===== config.mk =====
export PLATFORM = sky130hd
export DESIGN_NAME = serial_alu_seq_flat
export DESIGN_NICKNAME = d
export VERILOG_FILES = /design/src/rtl/serial_alu_seq_if.sv /design/src/rtl/serial_alu_seq.sv /design/src/flat_wrapper.sv
export SDC_FILE = /design/constraint.sdc
export NUM_CORES = 1
export LEC_CHECK = 0
export CAP_MARGIN = 20
export CELL_PAD_IN_SITES_DETAIL_PLACEMENT = 0
export CELL_PAD_IN_SITES_GLOBAL_PLACEMENT = 2
export CORE_MARGIN = 2
export CORE_UTILIZATION = 45
export DETAILED_ROUTE_END_ITERATION = 8
export DONT_BUFFER_PORTS = 1
export PLACE_DENSITY = 0.81
export SYNTH_ARGS = -nofsm -noshare
export SYNTH_HDL_FRONTEND = slang
export SYNTH_SLANG_ARGS = --single-unit

===== constraint.sdc =====
create_clock -name clk -period 2.7 [get_ports clk]
set_input_delay 0.405 -clock clk [delete_from_list [all_inputs] [get_ports clk]]
set_output_delay 0.405 -clock clk [all_outputs]
set_load 0.05 [all_outputs]

===== src/rtl/serial_alu_seq_if.sv =====
// rtl/serial_alu_seq_if.sv - request/response bus between the operand source and serial_alu_seq
interface serial_alu_seq_if #(
    parameter int WIDTH = 8
);
    logic             start;
    logic             mode_in;
    logic [1:0]       op_in;
    logic [WIDTH-1:0] a_in;
    logic [WIDTH-1:0] b_in;
    logic             cin_in;
    logic             busy;
    logic             done;
    logic [WIDTH-1:0] result_out;
    logic             cout_out;
    logic             zero_out;

    modport master (
        output start, mode_in, op_in, a_in, b_in, cin_in,
        input  busy, done, result_out, cout_out, zero_out
    );

    modport slave (
        input  start, mode_in, op_in, a_in, b_in, cin_in,
        output busy, done, result_out, cout_out, zero_out
    );
endinterface


===== src/rtl/serial_alu_seq.sv =====
// rtl/serial_alu_seq.sv - bit-serial sequencer feeding a 1-bit ALU slice and mode_mux stage
module serial_alu_seq #(
    parameter  int WIDTH = 8,
    localparam int CNT_W = $clog2(WIDTH)
) (
    input  logic               clk,
    input  logic               rst_n,
    serial_alu_seq_if.slave    bus,
    output logic               slice_a,
    output logic               slice_b,
    output logic               slice_cin,
    output logic [1:0]         slice_op,
    output logic               mode_mux,
    input  logic               result_final,
    input  logic               Cout_final
);

    typedef enum logic [1:0] {
        IDLE  = 2'd0,
        SHIFT = 2'd1,
        DONE  = 2'd2
    } state_t;

    localparam logic [CNT_W-1:0] LAST_IDX = CNT_W'(WIDTH - 1);

    state_t           state;
    logic [WIDTH-1:0] a_sh;
    logic [WIDTH-1:0] b_sh;
    logic [WIDTH-1:0] r_sh;
    logic [WIDTH-1:0] r_next;
    logic             carry_reg;
    logic [CNT_W-1:0] idx;
    logic [1:0]       op_l;
    logic             mode_l;
    logic             busy_r;
    logic             done_r;
    logic [WIDTH-1:0] result_r;
    logic             cout_r;
    logic             zero_r;
    logic             accept;

    // New requests are taken from IDLE and from DONE, giving back-to-back operation.
    assign accept = bus.start && ((state == IDLE) || (state == DONE));
    assign r_next = {result_final, r_sh[WIDTH-1:1]};

    always_ff @(posedge clk or negedge rst_n) begin
        if (!rst_n) begin
            state     <= IDLE;
            a_sh      <= '0;
            b_sh      <= '0;
            r_sh      <= '0;
            carry_reg <= 1'b0;
            idx       <= '0;
            op_l      <= 2'b00;
            mode_l    <= 1'b0;
            busy_r    <= 1'b0;
            done_r    <= 1'b0;
            result_r  <= '0;
            cout_r    <= 1'b0;
            zero_r    <= 1'b1;
        end else begin
            case (state)
                IDLE: begin
                    done_r <= 1'b0;
                    if (accept) begin
                        state  <= SHIFT;
                        busy_r <= 1'b1;
                    end
                end
                SHIFT: begin
                    r_sh      <= r_next;
                    carry_reg <= Cout_final;
                    idx       <= idx + CNT_W'(1);
                    if (idx == LAST_IDX) begin
                        result_r <= r_next;
                        cout_r   <= Cout_final;
                        zero_r   <= (r_next == '0);
                        busy_r   <= 1'b0;
                        done_r   <= 1'b1;
                        state    <= DONE;
                    end else begin
                        // Operands stop shifting on the last bit so slice_a/b hold their final values.
                        a_sh <= a_sh >> 1;
                        b_sh <= b_sh >> 1;
                    end
                end
                DONE: begin
                    done_r <= 1'b0;
                    if (accept) begin
                        state  <= SHIFT;
                        busy_r <= 1'b1;
                    end else begin
                        state <= IDLE;
                    end
                end
                default: begin
                    state  <= IDLE;
                    busy_r <= 1'b0;
                    done_r <= 1'b0;
                end
            endcase

            if (accept) begin
                a_sh      <= bus.a_in;
                b_sh      <= bus.b_in;
                op_l      <= bus.op_in;
                mode_l    <= bus.mode_in;
                carry_reg <= bus.cin_in;
                idx       <= '0;
                r_sh      <= '0;
            end
        end
    end

    assign slice_a        = a_sh[0];
    assign slice_b        = b_sh[0];
    assign slice_cin      = carry_reg;
    assign slice_op       = op_l;
    assign mode_mux       = mode_l;

    assign bus.busy       = busy_r;
    assign bus.done       = done_r;
    assign bus.result_out = result_r;
    assign bus.cout_out   = cout_r;
    assign bus.zero_out   = zero_r;

endmodule


===== src/flat_wrapper.sv =====
// flat-port wrapper written by rule: the top's interface ports become plain ports
module serial_alu_seq_flat 
#(
    parameter  int WIDTH = 8,
    localparam int CNT_W = $clog2(WIDTH)
)
  (clk, rst_n, slice_a, slice_b, slice_cin, slice_op, mode_mux, result_final, Cout_final, bus_start, bus_mode_in, bus_op_in, bus_a_in, bus_b_in, bus_cin_in, bus_busy, bus_done, bus_result_out, bus_cout_out, bus_zero_out);
  serial_alu_seq_if #(.WIDTH(WIDTH)) bus_i ();
  input  logic clk;
  input  logic rst_n;
  output logic slice_a;
  output logic slice_b;
  output logic slice_cin;
  output logic [1:0] slice_op;
  output logic mode_mux;
  input  logic result_final;
  input  logic Cout_final;
  input wire logic [$bits(bus_i.start)-1:0] bus_start;
  input wire logic [$bits(bus_i.mode_in)-1:0] bus_mode_in;
  input wire logic [$bits(bus_i.op_in)-1:0] bus_op_in;
  input wire logic [$bits(bus_i.a_in)-1:0] bus_a_in;
  input wire logic [$bits(bus_i.b_in)-1:0] bus_b_in;
  input wire logic [$bits(bus_i.cin_in)-1:0] bus_cin_in;
  output wire logic [$bits(bus_i.busy)-1:0] bus_busy;
  output wire logic [$bits(bus_i.done)-1:0] bus_done;
  output wire logic [$bits(bus_i.result_out)-1:0] bus_result_out;
  output wire logic [$bits(bus_i.cout_out)-1:0] bus_cout_out;
  output wire logic [$bits(bus_i.zero_out)-1:0] bus_zero_out;
  assign bus_i.start = bus_start;
  assign bus_i.mode_in = bus_mode_in;
  assign bus_i.op_in = bus_op_in;
  assign bus_i.a_in = bus_a_in;
  assign bus_i.b_in = bus_b_in;
  assign bus_i.cin_in = bus_cin_in;
  assign bus_busy = bus_i.busy;
  assign bus_done = bus_i.done;
  assign bus_result_out = bus_i.result_out;
  assign bus_cout_out = bus_i.cout_out;
  assign bus_zero_out = bus_i.zero_out;
  serial_alu_seq #(.WIDTH(WIDTH)) u_core (.clk(clk), .rst_n(rst_n), .bus(bus_i), .slice_a(slice_a), .slice_b(slice_b), .slice_cin(slice_cin), .slice_op(slice_op), .mode_mux(mode_mux), .result_final(result_final), .Cout_final(Cout_final));
endmodule

# After elaboration in Yosys (flattened, before gate mapping)
# Index checks and enable logic that the tools add are counted.
# totals
register_bits	45
in_bits	25
output_inout_bits	18
wordCells	52
# op_classes
addsub	1
n_eq_ne	7
n_mux	21
reduce_logical	10
# ops
op	n
two-way mux 8 bit	8
logical NOT 8 bit	1
inequality test 2 x 1 -> 1 bit (second input constant)	4
AND reduction 2 bit	4
two-way mux 1 bit	7
two-way mux 3 bit	2
case mux 2 bit (3 select lines)	1
two-way mux 2 bit	2
adder 3 x 1 -> 3 bit (second input constant)	1
equality test 3 bit (second input constant)	1
equality test 2 x 1 -> 1 bit (second input constant)	1
equality test 2 bit (second input constant)	1
logical NOT 2 bit	1
case mux 1 bit (2 select lines)	1
nonzero test 2 bit	1
OR reduction 2 bit	1
logical AND 1 bit	1
logical OR 1 bit	1

# Logic depth before layout (Yosys ltp)
# depth
depth_word	5
depth_mapped	6
depth_no_buf	5

# Worst setup path before layout
# No wires, ideal clock.
# synth_path
path_kind	register to register
from	register u_core.idx[0]
to	register u_core.b_sh[0]
arrival_ps	1534
t_required_ps	2575
setup_slack_ps	1041
path_stages_with_launch	6
path_buffers	1
cell_sequence	dfrtp_1 ha_1 ha_1 o21ai_4 buf_8 mux2_4
# synth_via
elab_chain_len	3
# synth_lines
item	line_no	source
from (decl)	serial_alu_seq.sv:32	logic [CNT_W-1:0] idx;
from (signal assigned)	serial_alu_seq.sv:73	idx <= idx + CNT_W'(1);
equality test 3 bit	serial_alu_seq.sv:74	if (idx == LAST_IDX) begin
inequality test 2 x 1 -> 1 bit (no line)	--	
AND reduction 2 bit (no line)	--	
to (signal assigned)	serial_alu_seq.sv:84	b_sh <= b_sh >> 1;
to (signal assigned)	serial_alu_seq.sv:105	b_sh <= bus.b_in;
to (decl)	serial_alu_seq.sv:28	logic [WIDTH-1:0] b_sh;
# No other way between the ends.
# A chain may end at the register's enable or synchronous reset.

# Worst setup path after layout
# layout_path
from	register u_core.idx[0]
to	register u_core.a_sh[5]
# layout_via
elab_chain_len	3
# layout_lines
item	line_no	source
equality test 3 bit	serial_alu_seq.sv:74	
inequality test 2 x 1 -> 1 bit (no line)	--	
AND reduction 2 bit (no line)	--	
to (signal assigned)	serial_alu_seq.sv:83	a_sh <= a_sh >> 1;
to (signal assigned)	serial_alu_seq.sv:104	a_sh <= bus.a_in;
to (decl)	serial_alu_seq.sv:27	logic [WIDTH-1:0] a_sh;
# No other way between the ends.

==> metrics.md <==
| Metric | Value |
|---|---|
| Status | `completed` |
| Hold endpoint | `u_core.mode_mux` |
| Die width | `69.08 um` |
| Switching share of power | `a little over two fifths` |
| Core Region | `4029 sq um` |
| Clock power frac | `14.5%` |
| FF-to-FF path depth | `4` |
| Switching pwr | `1.199 mW` |
| Internal Power | `1.654 mW` |
| Initial antenna violation count | `0` |
| Seq/Total Area, Yosys | `between 50% and 60%` |
| GRT Total Usage | `about 15%` |
| Crit path arrival time | `~2.1 ns` |
| Worst-path clk slew | `0.08 ns` |
| Measured slew at the worst slew-check pin | `between 0.6 and 0.7 ns` |
| Sequential Power Share | `55.8%` |
| CTS Buf Count | `5` |
| Vias in the first global route | `1112` |
| Dpl hpwl | `2173 um` |
| Commonest cells after routing, fill and taps aside | `dfrtp_1 (43), mux2_2 (25), nand2_1 (15)` |
| Cell count after synthesis | `137` |
| Power per Cell Area | `1389 nW/um^2` |
| # clock sinks | `44` |
| Synthesized cell area | `1906 sq um` |
| Antenna Nets Post-Route | `0` |
| LEAKAGE | `0.9746 nW` |
| GPL Wtd Cong | `between 0.6 and 0.7` |
| Crit start category | `flip-flop` |
| F_max | `522.5 MHz` |
| DRT Wirelength | `3191 um` |
| DR WL/cell | `16.53 um` |
| Maxcap violations | `0` |
| Top cells by area, synth | `dfrtp_1 (56%), mux2_2 (15%), mux2_4 (5.5%), a22o_1 (4.1%), mux2_1 (3.0%)` |
| CP endpoint kind | `flip-flop` |
| Die Ht | `69.08 um` |
| Ys flop type | `dfrtp_1` |
| Layout cell share with drive strength beyond 1 | `about a third` |
| 1st-pass router iterations | `4` |
| Diodes inserted | `0` |
| CTS max path bufs | `2` |
| RSZ-0062 raised after global routing | `no` |
| Synth Net Count | `164` |
| Hold_sp | `bus_mode_in` |
| First-pass GRT wire length | `roughly 5600 um` |
| Register area | `1102 sq um` |
| IO Pins | `43` |
| Post-synth EDFFs | `0` |
| Number of fill cells | `363` |
| Area of the multi-input gates | `735.7 sq um` |
| Initial DRC count | `43` |
| Ys Warns | `0` |
| CP max FO | `17` |
| Fin Clk Skew | `0.004629 ns` |
| Initial Util | `47.30%` |
| Post-synth ARST share | `100.0%` |
| Gr ovfl total | `0` |
| Comb pwr share | `between 20% and 30%` |
| H-tree depth | `2` |
| Largest net degree at the start of global routing | `45` |
| Final setup viols | `0` |
| Worst reg2reg path startpoint | `u_core.idx[0]` |
| Synth top area share | `56.47%` |
| NumNets Final | `between 150 and 200` |
| Worst VDD drop | `0.0005450 V` |
| Worst-skew pair later-pin latency | `0.29 ns` |
| WHS Path Cells | `2` |
| Fin crit share | `between 70% and 80%` |
| Post-cts sizing count | `0` |
| Final WS setup | `0.7860 ns` |
| Post-Route Setup TNS | `0 ns` |
| Area Overhead vs Synth | `7.813%` |
| Hold/Removal Path Class | `input pin to flip-flop` |
| Avg Cell Area, Syn | `13.91 sq um` |
| Most common cell after layout, fill and taps aside | `dfrtp_1` |
| Synthesized flop and latch total | `44` |
| Slew Limit Fails | `0` |
| CTS tree | `done` |
| Final number of hold-violating endpoints | `0` |
| Post-DR vias/cell | `between 5 and 6` |
| Via count | `between 1000 and 1500` |
| Reg-to-reg slack, setup | `0.79 ns` |
| Die footprint | `4771 sq um` |
| Post-route DRC violation count | `0` |
| RR Endpoint | `u_core.a_sh[5]` |
| Dpl ws | `0.7793 ns` |
| Root Buffer | `clkbuf_8` |
| Final min period | `between 1.5 and 2 ns` |
| PortBufs | `0` |
| Max transition margin | `about three fifths` |
| Synth cell types | `25` |
| CP Class | `flip-flop to flip-flop` |
| Critical Path RT | `around 2.9 ns` |
| FP Rows | `23` |
| Yosys top cell by area | `dfrtp_1` |
## critical path: stages (launching register included)
cell	delay, ns
dfrtp_1	0.40
ha_1	0.20
ha_1	0.25
o21ai_4	0.55
mux2_2	0.40
## per-layer routing
layer | vias to the layer above | wire length (um) | track usage [%]
met5 | - | 0 | 0
met4 | 0 | 44 | 6.536
met3 | 5 | 248 | 6.140
met2 | 32 | 1541 | 21.90
met1 | 517 | 1357 | 19.18
li1 | 494 | - | -
## cell families (layout without fill, tap and decap cells)
| kind of cell | count (synthesis) | in the layout | synth area share, % |
|---|---|---|---|
| flip-flops | 44 | 44 | 57.85 |
| multiplexers | 37 | 37 | 23.24 |
| AND/OR/NAND/NOR | 29 | 29 | 7.354 |
| AO/OA/AOI/OAI | 16 | 16 | 6.698 |
| buffers and inverters | 9 | 15 | 3.545 |
| adder cells (fa/ha/maj) | 2 | 2 | 1.313 |
## cell type report
type | instances | area share, %
Multi-Input combinational cell | 84 | 35.81
Inverter | 3 | 0.5481
Timing Repair Buffer | 4 | 2.558
Clock buffer | 8 | 4.385
Tap cell | 50 | 3.045
Sequential cell | 44 | 53.65
## state kept, by name (all words and copies together) (netlist names)
name / count
u_core.a_sh: 8
u_core.b_sh: 8
u_core.bus.result_out: 8
u_core.r_sh: 7
u_core.idx: 3
u_core.slice_op: 2
u_core.state: 2
u_core.bus.busy: 1
u_core.bus.cout_out: 1
u_core.bus.done: 1
u_core.bus.zero_out: 1
u_core.mode_mux: 1
u_core.slice_cin: 1
## what timing repair did
action,in CTS,in global routing
hold endpoints to repair,44,0
setup endpoints to repair,0,0
hold buffers,2,0
buffers inserted,0,0
## synthesized netlist by cell type, drive strengths merged (2+ instances only)
cell and instances:
a22o 9, buf 5, dfrtp 43, ha 2, inv 3, mux2 37, nand2 15, nand2b 2
nand3 2, nor2 5, nor2b 2, nor4 2, o21ai 6
## stage by stage
step                      hold WS, ns  total power [mW]  utilization, %  instance area, sq um  instances
final                          0.2278             2.853           50.99                  2054        193
after global routing           0.2179             3.035           50.99                  2054        193
after CTS                      0.2173             2.883           50.99                  2054        193
after detailed placement       0.1103             2.447           47.83                  1927        183
after global placement         0.1106             2.403           47.83                  1927        183
after floorplan                0.1094             2.311               -                  1906        137
## power by group through the flow
stage,combinational [mW],clock (mW),sequential [mW]
2_1_floorplan,0.767,0,1.54
5_1_grt,0.950,0.453,1.63
3_5_place_dp,0.840,0,1.61
6_report,0.848,0.412,1.59
3_3_place_gp,0.803,0,1.60
4_1_cts,0.862,0.424,1.60
## how the worst max path moves through the flow
stage	start	to	slack [ns]
CTS	u_core.idx[0]	u_core.a_sh[5]	0.77
global route	u_core.idx[0]	u_core.a_sh[4]	0.66
floorplan	u_core.idx[0]	u_core.b_sh[0]	1.04
detailed placement	u_core.idx[0]	u_core.a_sh[5]	0.78
global placement	u_core.idx[0]	u_core.a_sh[5]	0.85
finish	u_core.idx[0]	u_core.a_sh[5]	0.79
Power figures use the tool's default switching activity.
